$ cat config.mk
export PLATFORM = sky130hd
export DESIGN_NAME = penalty_box_drain
export DESIGN_NICKNAME = d
export VERILOG_FILES = /design/src/rtl/penalty_box_drain.sv
export SDC_FILE = /design/constraint.sdc
export NUM_CORES = 1
export LEC_CHECK = 0
export CORE_AREA = 2 2 160 241
export CTS_BUF_LIST = sky130_fd_sc_hd__clkbuf_16
export DETAILED_ROUTE_END_ITERATION = 6
export DIE_AREA = 0 0 162 243
export SYNTH_ARGS = -nofsm -noshare
export SYNTH_HDL_FRONTEND = slang
export SYNTH_SLANG_ARGS = --single-unit
$ cat constraint.sdc
create_clock -name clk -period 1.89 [get_ports clk]
set_clock_uncertainty 0.1 [all_clocks]
set_input_delay 0.2835 -clock clk [delete_from_list [all_inputs] [get_ports clk]]
set_output_delay 0.2835 -clock clk [all_outputs]
set_load 0.01 [all_outputs]
$ cat src/rtl/penalty_box_drain.sv
// Drain end of the penalty-box delay path: drives the chain enable, tracks valid stages,
// buffers exiting codewords in a FWFT FIFO. Optional parity checking under PBOX_PARITY_CHECK_EN.
module penalty_box_drain #(
    parameter int LENGTH     = 8,
    parameter int FIFO_DEPTH = 4
) (
    input  logic        clk,
    input  logic        rst_n,
    input  logic        in_valid,
    output logic        chain_en,
    input  logic [71:0] chain_out,
    output logic        out_valid,
    input  logic        out_ready,
    output logic [63:0] out_data,
    output logic [7:0]  out_err,
    output logic [15:0] err_count
);

    localparam int PW = (FIFO_DEPTH > 1) ? $clog2(FIFO_DEPTH) : 1;
    localparam int CW = PW + 1;

    // Handshakes: a word enters the chain on an edge with in_valid=1 and chain_en=1;
    // a FIFO entry leaves on an edge with out_valid=1 and out_ready=1.
    logic [LENGTH-1:0] vsr;
    logic [CW-1:0]     count;
    logic [PW-1:0]     wr_ptr;
    logic [PW-1:0]     rd_ptr;
    logic [63:0]       data_mem [FIFO_DEPTH];
    logic              push;
    logic              pop;

    // Enable depends only on the registered count, never on out_ready.
    assign chain_en  = (count < CW'(FIFO_DEPTH));
    assign out_valid = (count != '0);
    assign push      = chain_en & vsr[LENGTH-1];
    assign pop       = out_valid & out_ready;
    assign out_data  = data_mem[rd_ptr];

    // The chain carries no valid bit, so its occupancy is shadowed here.
    always_ff @(posedge clk or negedge rst_n) begin
        if (!rst_n) begin
            vsr <= '0;
        end else if (chain_en) begin
            vsr[0] <= in_valid;
            for (int i = 1; i < LENGTH; i++) begin
                vsr[i] <= vsr[i-1];
            end
        end
    end

    always_ff @(posedge clk or negedge rst_n) begin
        if (!rst_n) begin
            count  <= '0;
            wr_ptr <= '0;
            rd_ptr <= '0;
        end else begin
            count <= count + CW'(push) - CW'(pop);
            if (push) begin
                wr_ptr <= wr_ptr + PW'(1);
            end
            if (pop) begin
                rd_ptr <= rd_ptr + PW'(1);
            end
        end
    end

    always_ff @(posedge clk or negedge rst_n) begin
        if (!rst_n) begin
            for (int i = 0; i < FIFO_DEPTH; i++) begin
                data_mem[i] <= '0;
            end
        end else if (push) begin
            data_mem[wr_ptr] <= chain_out[63:0];
        end
    end

`ifdef PBOX_PARITY_CHECK_EN
    logic [7:0]  err;
    logic [7:0]  err_mem [FIFO_DEPTH];
    logic [15:0] err_cnt;

    // A set bit means the byte together with its even-parity bit has odd weight.
    always_comb begin
        err = '0;
        for (int k = 0; k < 8; k++) begin
            err[k] = ^{chain_out[8*k +: 8], chain_out[64+k]};
        end
    end

    always_ff @(posedge clk or negedge rst_n) begin
        if (!rst_n) begin
            for (int i = 0; i < FIFO_DEPTH; i++) begin
                err_mem[i] <= '0;
            end
            err_cnt <= '0;
        end else if (push) begin
            err_mem[wr_ptr] <= err;
            if ((err != '0) && (err_cnt != 16'hFFFF)) begin
                err_cnt <= err_cnt + 16'd1;
            end
        end
    end

    assign out_err   = err_mem[rd_ptr];
    assign err_count = err_cnt;
`else
    logic unused_parity;

    assign unused_parity = ^chain_out[71:64];
    assign out_err       = '0;
    assign err_count     = '0;
`endif

endmodule

==> results of run 1 <==
==> routing by layer <==
| metal | GRT usage [%] | share of wire, % | vias up |
|---|---|---|---|
| met5 | 0 | 0.045 | - |
| met1 | 19.22 | 44 | 3571 |
| met2 | 24.31 | 51 | 116 |
| met3 | 1.931 | 3.2 | 34 |
| met4 | 3.592 | 1.5 | 2 |
| li1 | - | - | 2886 |
==> cells in the mapped netlist <==
| cell | n | area share (%) |
|---|---|---|
| sky130_fd_sc_hd__xnor2_1 | 4 | 0.27 |
| sky130_fd_sc_hd__xor2_1 | 1 | 0.068 |
| sky130_fd_sc_hd__nand2b_1 | 1 | 0.048 |
| sky130_fd_sc_hd__inv_1 | 6 | 0.17 |
| sky130_fd_sc_hd__or3_1 | 1 | 0.048 |
| sky130_fd_sc_hd__dfrtp_1 | 271 | 52 |
| sky130_fd_sc_hd__clkbuf_1 | 1 | 0.029 |
| sky130_fd_sc_hd__fa_1 | 1 | 0.15 |
| sky130_fd_sc_hd__buf_4 | 26 | 1.5 |
| sky130_fd_sc_hd__mux4_2 | 64 | 11 |
| sky130_fd_sc_hd__mux2_2 | 25 | 2.2 |
| sky130_fd_sc_hd__o31a_1 | 1 | 0.068 |
| sky130_fd_sc_hd__conb_1 | 1 | 0.029 |
| sky130_fd_sc_hd__nand3b_1 | 4 | 0.23 |
| sky130_fd_sc_hd__mux2_4 | 240 | 28 |
| sky130_fd_sc_hd__buf_6 | 33 | 2.9 |
| sky130_fd_sc_hd__buf_2 | 7 | 0.27 |
| sky130_fd_sc_hd__ha_1 | 6 | 0.58 |
| sky130_fd_sc_hd__o311ai_0 | 1 | 0.068 |
==> power breakdown <==
part	switching, mW	internal (mW)	leakage (nW)
sequential	1.65	8.87	3.16
combinational	5.40	10.0	4.12
clock	2.37	3.18	0.484
total	9.42	22.0	7.76
==> cells by family (layout without fill, tap and decap cells) <==
group / after synthesis / count (layout)
other: 1 / 24
multiplexers: 329 / 329
buffers and inverters: 73 / 262
flip-flops: 271 / 271
XOR/XNOR: 5 / 5
AND/OR/NAND/NOR: 6 / 6
adder cells (fa/ha/maj): 7 / 7
AO/OA/AOI/OAI: 2 / 2
==> through the flow <==
stage	hold slack (ps)	setup slack, ps
after floorplan	-112.1	-130.4
after global placement	95.27	-313.8
after detailed placement	93.09	-343.4
after CTS	80.50	-911.4
after global routing	108.5	-571.0
final	95.92	-499.7
==> registers in the layout, summed over array words and instances (netlist names) <==
register  cells
count         3
data_mem    256
rd_ptr        2
vsr           8
wr_ptr        2
==> worst max-delay path by stage <==
stage               slack [ps]                 end  cells past startpoint                   from
global route              -570        out_data[21]                      4  rd_ptr[0]$_DFFE_PN0P_
floorplan                 -130  count[2]$_DFF_PN0_                      8     count[1]$_DFF_PN0_
global placement          -310  count[2]$_DFF_PN0_                      9              out_ready
finish                    -500        out_data[21]                      4  rd_ptr[0]$_DFFE_PN0P_
detailed placement        -340  count[2]$_DFF_PN0_                      9              out_ready
CTS                       -910        out_data[15]                      3  rd_ptr[0]$_DFFE_PN0P_
==> area by class of cell <==
class / count / share of cell area [%]
multi-input cells: 373 / 34.84
repair buffers: 205 / 13.64
flip-flops and latches: 271 / 41.99
clock inverters: 22 / 1.122
well taps: 489 / 3.784
inverters: 6 / 0.1393
clock buffers: 29 / 4.488
==> worst register-to-register path: stages, from the launching register on <==
cell and delay (ps):
sky130_fd_sc_hd__dfrtp_1 400, sky130_fd_sc_hd__buf_6 120, sky130_fd_sc_hd__o31a_1 250, sky130_fd_sc_hd__ha_1 270, sky130_fd_sc_hd__inv_1 60, sky130_fd_sc_hd__ha_2 160
sky130_fd_sc_hd__inv_2 40, sky130_fd_sc_hd__fa_2 340, sky130_fd_sc_hd__xnor2_2 140, sky130_fd_sc_hd__xnor2_1 120
==> what timing repair did <==
| item | CTS | global route |
|---|---|---|
| setup endpoints to repair | 68 | 166 |
| endpoints found under the hold margin | 271 | 0 |
| buffers inserted | 5 | 13 |
| gates cloned | 0 | 12 |
| hold buffers | 1 | 0 |
| gates resized for setup | 70 | 162 |
| pin swaps | 1 | 4 |
==> flow_metrics.tcl, run 1 <==
set metrics [dict create \
    status "finished, violations left" \
    violated_checks "negative setup slack" \
    grt_usage_pct 14.27 \
    worst-r2r-setup-slack_ps -220 \
    cts_htree_levels 1 \
    drv_cap 0 \
    crit_path_end_kind "primary output" \
    worstPathCellList "buf_12 -> clkbuf_16 -> mux4_2 -> buf_2" \
    worstReg2RegEnd "count[2]$_DFF_PN0_" \
    cts_tree "yes" \
    drc 0 \
    vias_per_cell 4.738 \
    antenna_cells_inserted 0 \
    p_per_area_nw_per_um2 1946 \
    tightest_slew_ps 507.8 \
    syn_to_final_growth_pct 24.97 \
    layoutNonFillerInstCount 1395 \
    antenna_violations_before_repair 1 \
    slowest_delay_ps 510 \
    multi_input_gate_area_sq_um 5633 \
    timing.reg2reg.worst_path_depth 9 \
    max-clock-path-buffers 3 \
    synth-compound-area-share_pct 0.1354 \
    slew-limit-headroom_pct 65.72 \
    drt_pre_antenna_iters 4 \
    globalplace.congestion 0.7407 \
    core_area_sq_um 37230 \
    synth_top_family_by_area "multiplexers" \
    total_count_of_hold_check_failures_in_the_final_report 0 \
    slowest_stage "sky130_fd_sc_hd__mux4_2" \
    final_common_cell "sky130_fd_sc_hd__dfrtp_1" \
    synthAdderAreaFrac_pct 0.7349 \
    fin_total_pwr_mw 31.47 \
    dp.cells 1313 \
    initial_drt_markers 301 \
    post_drt_wl_per_cell_microns 20.80 \
    crit_path_class "reg -> out" \
    timing.final.max_slew_violations 0 \
    numCtsBuffers 29 \
    clock-root-buffer "sky130_fd_sc_hd__clkbuf_16" \
    grt_pass1_wl_microns 44370 \
    yosys.area_share.simple_pct 0.3288 \
    yosys.area_share.xor_xnor_pct 0.3385 \
    setup_tns_ps -29800 \
    placementRows 87 \
    num_io_pins 166 \
    via_count 6609 \
    worst_r2r_startpoint "count[2]$_DFF_PN0_" \
    synth.avg_cell_area_sq_um 18.64 \
    critical_path.n_buffers_inverters 3 \
    finalNetCount 969 \
    mappedNetlistArea_sq_um 12940 \
    postLayoutCellArea_sq_um 16170 \
    timing.critical_path.arrival_ps 2010 \
    postSynthRegisterBits 271 \
    top_library_cells_by_usage_in_the_layout_fill_and_taps_aside "269 x sky130_fd_sc_hd__dfrtp_1, 240 x sky130_fd_sc_hd__mux2_4, 66 x sky130_fd_sc_hd__clkdlybuf4s50_1" \
    startpoint_type "register" \
    clkLatencyLatePin_ps 560 \
    drive_above_1_share_pct 57.06 \
    globalRoute.totalOverflow 0 \
    largest_net_degree_at_the_start_of_global_routing 69 \
    ant_nets 0 \
    hpwl_microns 17040 \
    dpl_cell_area_sq_um 14950 \
    worst_ep_required_time_ps 1510 \
    unrepaired_setup_endpoints_after_global_routing "yes" \
    synth_cells 694 \
    cts_sinks 271 \
    worstPathMaxFanout 6 \
    yosys-mux-area-fraction_pct 41.17 \
    fmaxAchievable_ghz 0.4185 \
    leakage_nw 7.758 \
    final_util_pct 43.43 \
    die_w_microns 162 \
    finalCriticalPeriod_ps 2390 \
    dieHeight_microns 243 \
    timing.final.ws_setup_ps -499.7 \
    drt-total-wl_microns 29020 \
    ys_warn_count 0 \
    number_of_global_route_vias_before_repair 7422 \
    initial_utilization_pct 34.75 \
    yosysSeqAreaShare_pct 52.41 \
    irDropWorstVdd_mv 0.9723 \
    seq_area_sq_um 6789 \
    num-fill-cells 3358 \
    die-area_sq_um 39370 \
    cp_top_delay_family "multiplexers" \
    clk_pin_slew_ps 60 \
    worst_hold_path_type "in -> async" \
    io_buffers 133 \
    yosys_cell_types 19 \
    timing.final.setup_violations 67 \
    layout_worst_path_cycle_share_pct 126.4 \
]
Note: power is estimated with default switching activity, not from simulation.
==> inputs of run 2 (changes only) <==
==> constraint.sdc (replaced) <==
create_clock -name clk -period 2.55 [get_ports clk]
set_clock_uncertainty 0.1 [all_clocks]
set_input_delay 0.3825 -clock clk [delete_from_list [all_inputs] [get_ports clk]]
set_output_delay 0.3825 -clock clk [all_outputs]
set_load 0.01 [all_outputs]
==> flow_metrics.tcl, run 2 (synthesis gave the netlist of run 1 again) <==
set metrics [dict create \
    global_route.usage.met1_pct 19.65 \
    core_area_sq_um 37230 \
    total_count_of_hold_check_failures_in_the_final_report 0 \
    timing.final.max_slew_violations 0 \
    startpoint_type "register" \
    comb_power_share_pct 49.4 \
    finalCriticalPeriod_ps 2566 \
    via_count 6459 \
    top_regs "data_mem: 256 flops, vsr: 8 flops, count: 3 flops" \
    internal_power_mw 16.11 \
    dieHeight_microns 243 \
    grt_busiest_layer "met2" \
    antenna_cells_inserted 0 \
    syn_to_final_growth_pct 22.32 \
    tightest_slew_ps 565.9 \
    p_switching_mw 6.849 \
    antenna_violations_before_repair 0 \
    finalNetCount 938 \
    timing.final.setup_violations 7 \
    worstReg2RegEnd "count[2]$_DFF_PN0_" \
    irDropWorstVdd_mv 0.6248 \
    hpwl_microns 16250 \
    final_common_cell "sky130_fd_sc_hd__dfrtp_1" \
    placementRows 87 \
    clock-root-buffer "sky130_fd_sc_hd__clkbuf_16" \
    status "finished, violations left" \
    post_drt_wl_per_cell_microns 20.71 \
    worst-r2r-setup-slack_ps 270 \
    crit_path_end_kind "primary output" \
    max-clock-path-buffers 3 \
    globalRoute.totalOverflow 0 \
    worst_r2r_startpoint "count[2]$_DFF_PN0_" \
    drt-total-wl_microns 28190 \
    drt_pre_antenna_iters 4 \
    leakage_nw 7.530 \
    p_per_area_nw_per_um2 1451 \
    ant_nets 0 \
    worstPathMaxFanout 7 \
    clk_pin_slew_ps 70 \
    layout_worst_path_cycle_share_pct 100.6 \
    unrepaired_setup_endpoints_after_global_routing "yes" \
    largest_net_degree_at_the_start_of_global_routing 71 \
    m2_gr_usage_pct 25.61 \
    grt_use_met3_pct 1.948 \
    drc 0 \
    timing.final.ws_setup_ps -15.95 \
    switching_share_pct 29.83 \
    cts_htree_levels 1 \
    grt_pass1_wl_microns 45440 \
    post-place-ws_ps 126.9 \
    globalplace.congestion 0.6844 \
    io_buffers 133 \
    number_of_global_route_vias_before_repair 7435 \
    die-area_sq_um 39370 \
    drv_cap 0 \
    postLayoutCellArea_sq_um 15830 \
    regMostFlops "data_mem" \
    initial_drt_markers 364 \
    top_library_cells_by_usage_in_the_layout_fill_and_taps_aside "268 x sky130_fd_sc_hd__dfrtp_1, 240 x sky130_fd_sc_hd__mux2_4, 67 x sky130_fd_sc_hd__clkdlybuf4s50_1" \
    vias_per_cell 4.746 \
    clkLatencyLatePin_ps 550 \
    timing.critical_path.arrival_ps 2080 \
    grt_usage_pct 14.79 \
    cts_sinks 271 \
    slew-limit-headroom_pct 62.27 \
    cts_tree "yes" \
    largest_register_ffs 256 \
    initial_utilization_pct 34.75 \
    violated_checks "negative setup slack" \
    dpl_cell_area_sq_um 14740 \
    timing.reg2reg.worst_path_depth 9 \
    pwr-share-clk_pct 16.7 \
    worst_hold_path_type "in -> async" \
    worst_ep_required_time_ps 2070 \
    numCtsBuffers 29 \
    final_util_pct 42.51 \
    fmaxAchievable_ghz 0.3897 \
    die_w_microns 162 \
    p_seq_share_pct 33.9 \
    num_io_pins 166 \
    num-fill-cells 3378 \
    crit_path_class "reg -> out" \
    drive_above_1_share_pct 54.24 \
]
run 2: changes by cell type in the layout (fill, tap and decap cells not counted), sizes merged, moves of 2 or more:
cell / previous run / this run
buf: 90 / 101
clkbuf: 77 / 29
clkdlybuf4s15: 0 / 3
bufinv: 3 / 1
run 2: metrics by stage:
stage | hold slack [ps] | std cells | power [mW] | setup TNS, ps
2_1_floorplan | -13.09 | 717 | 15.07 | 0
3_3_place_gp | 293.0 | 1297 | 18.65 | 0
3_5_place_dp | 293.7 | 1297 | 18.81 | 0
4_1_cts | 288.9 | 1362 | 23.24 | -2655
5_1_grt | 342.7 | 1361 | 24.34 | -3778
6_report | 305.4 | 1361 | 22.96 | -55.57
run 2: final cells by class:
type | count | area, sq um | area share [%]
Timing Repair Buffer | 174 | 1949 | 12.32
Multi-Input combinational cell | 373 | 5615 | 35.48
Sequential cell | 271 | 6790 | 42.90
Clock buffer | 29 | 725.7 | 4.585
Inverter | 6 | 22.52 | 0.1423
Tap cell | 489 | 611.8 | 3.866
Clock inverter | 19 | 111.4 | 0.7036
run 2: metal layers:
layer	vias to the layer above	wire [microns]
met1	3488	12260
met3	30	951
li1	2826	-
met2	115	14530
met5	-	0
met4	0	447
run 2: worst max path at each step:
stage,endpoint,startpoint,cells past startpoint
2_1_floorplan,count[2]$_DFF_PN0_,count[2]$_DFF_PN0_,8
3_3_place_gp,count[2]$_DFF_PN0_,out_ready,9
3_5_place_dp,count[2]$_DFF_PN0_,out_ready,9
4_1_cts,out_data[49],rd_ptr[0]$_DFFE_PN0P_,5
5_1_grt,out_data[49],rd_ptr[0]$_DFFE_PN0P_,5
6_report,out_data[22],rd_ptr[0]$_DFFE_PN0P_,5
run 2: critical path: stages, from the launching register on:
cell	delay, ps
sky130_fd_sc_hd__dfrtp_4	500
sky130_fd_sc_hd__buf_12	150
sky130_fd_sc_hd__buf_6	130
sky130_fd_sc_hd__buf_16	150
sky130_fd_sc_hd__mux4_2	440
sky130_fd_sc_hd__buf_2	160
run 2: power by group through the flow:
stage / Sequential (mW) / Combinational, mW / Clock [mW]
3_5_place_dp: 7.84 / 11.0 / 0
4_1_cts: 7.79 / 11.5 / 3.99
3_3_place_gp: 7.79 / 10.9 / 0
6_report: 7.79 / 11.3 / 3.82
5_1_grt: 8.09 / 12.1 / 4.18
2_1_floorplan: 7.40 / 7.67 / 0
run 2: what timing repair did:
item                                   CTS  global route
hold buffers                             1             0
setup buffers                           11             0
gates resized for setup                312             8
cloned                                   7             0
pin swaps                                0             0
endpoints found under the hold margin   61             0
setup endpoints to repair               65            61
==> RTL change: new RTL, flow settings as in run 2 <==
Change the parameter `LENGTH` from 8 to 16.
--- a/src/rtl/penalty_box_drain.sv
+++ b/src/rtl/penalty_box_drain.sv
@@ -1,7 +1,7 @@
 // Drain end of the penalty-box delay path: drives the chain enable, tracks valid stages,
 // buffers exiting codewords in a FWFT FIFO. Optional parity checking under PBOX_PARITY_CHECK_EN.
 module penalty_box_drain #(
-    parameter int LENGTH     = 8,
+    parameter int LENGTH     = 16,
     parameter int FIFO_DEPTH = 4
 ) (
     input  logic        clk,
Formal check against the unedited RTL: not equivalent (a bounded check fails within 10 cycles, from zero or initial values and one cycle with rst_n low).
==> RTL change against run 2 <==
Sequential cell count up 8. Power up 0.81%. Critical path depth down 1. First-iteration DRC count down 9.1%. Die area unchanged. Worst setup slack better by 0.071 ns. Synthesized area up 2.2%. Synthesized cell count up 2.4%. Clock power up 7.1%. Design area up 1.9%. Fmax up 2.8%. Routed wire length down 0.27%. Critical path type unchanged. Largest power group unchanged. Highest routed layer unchanged.
==> RTL change: results (changes against run 2) <==
[status]
outcome=finished clean  ; was finished, violations left

[detailed_routing]
drt-met1-wl_mm=12.5  ; was 12.3 mm
dr_wl_met2_mm=14.1  ; was 14.5 mm
first_pass_iters=4  ; unchanged
finalWirelength_mm=28.1  ; was 28.2 mm
top_layer_used=met4  ; unchanged
wl_met3_mm=1.09  ; was 951 um
post_drt_wl_per_cell_um=20.4  ; was 20.7 um
drt_iter0_drc=331  ; was 364
viasPerCell=4.73  ; was 4.75

[clock_network]
cts_hold_buf=1  ; unchanged
htreeDepth=1  ; unchanged
clkLatencyLatePin_ns=0.54
cts_setup_buffers=12  ; was 11
cts_resized=296  ; was 312
clk_pin_slew_ns=0.06
clockBufferDepth=3  ; unchanged

[sta]
finalCriticalPeriod_ns=2.50  ; was 2.57 ns
whs_ns=0.338  ; was 0.305 ns
max-slew-margin-rel_pct=53.1  ; was 62.3%
fin_tns_setup_ns=0  ; was -0.0556 ns

[grt]
grt_max_degree=84  ; was 71
use_met3_pct=2.12  ; was 1.95%
grt_usage_pct=14.6  ; was 14.8%
grt_pass1_vias=7456  ; was 7435
antenna_found_initial=0  ; unchanged
grtUsageMet1_pct=19.6  ; about the same
grt_pass1_wl_mm=45.1  ; was 45.4 mm
use_met2_pct=24.9  ; was 25.6%

[worst_setup_path]
crit_family=multiplexers  ; was buffers and inverters
cp_max_fo=10  ; was 7
arrival_ns=2.01  ; was 2.08 ns
cp_slowest_cell=mux4_2  ; was dfrtp_4
critPathLaunch=rd_ptr[0]  ; unchanged
reg2reg_setup_slack_ns=0.39  ; was 0.27 ns
crit_end=out_data[63]  ; was out_data[22]
r2r-start=count[2]  ; unchanged
rr_worst_depth=8  ; was 9
max_stage_delay_ns=0.53  ; was 0.50 ns

[synth]
synth-seq-area-share_pct=52.8  ; was 52.4%
async_flop_share_pct=100  ; unchanged
avgSynthCellArea_um2=18.6  ; about the same
yosys-top-cells-count=dfrtp_1, mux2_4, mux4_2  ; unchanged
yosys-top-cells-area=dfrtp_1, mux2_4, mux4_2  ; unchanged
yosysUniqueCellTypes=19  ; unchanged
synth_warnings=0  ; unchanged

[cells_and_area]
drive_above_1_share_pct=53.8  ; was 54.2%
reg_top3=data_mem (256), vsr (16), count (3)  ; was data_mem (256), vsr (8), count (3)
nets=953  ; was 938
n_antenna_cell=0  ; unchanged

[min_path]
min_path_type=input port to asynchronous set/reset pin  ; unchanged

[place]
dp_slack_ns=0.178  ; was 0.127 ns
gp_congestion=0.703  ; was 0.684
hpwl_mm=16.1  ; was 16.2 mm
portBuffers=133  ; unchanged
placed_cell_area_um2=15100  ; was 14700 um^2
place_inst=1313  ; was 1297

[power]
vdd_drop_max_mv=0.576  ; was 0.625 mV
p_leak_nw=7.65  ; was 7.53 nW

-- RTL change: cell count changes in the layout (fill, tap and decap cells not counted), moves of 4 or more --
cell,before,now
buf_6,40,30
dfrtp_1,268,277
mux2_2,25,33
buf_12,13,20
buf_2,24,30
inv_1,15,9
clkinv_1,3,8
clkdlybuf4s15_1,0,4
-- RTL change: area by class of cell --
cell class	instances	area [um^2]
inverters	6	22.5
multi-input cells	381	5710
fillers	3293	21100
flip-flops and latches	279	6990
clock inverters	21	173
clock buffers	29	726
repair buffers	173	1900
well taps	489	612
-- RTL change: cells by family after synthesis --
| kind of cell | synth area share (%) |
|---|---|
| buffers and inverters | 4.68 |
| XOR/XNOR | 0.331 |
| flip-flops | 52.8 |
| AO/OA/AOI/OAI | 0.133 |
| AND/OR/NAND/NOR | 0.322 |
| adder cells (fa/ha/maj) | 0.719 |
| multiplexers | 41.0 |
| other | 0.0284 |
-- RTL change: power by group --
group	internal, mW	switching (mW)
combinational	7.19	3.83
clock	2.35	1.74
sequential	6.76	1.27
total	16.3	6.84
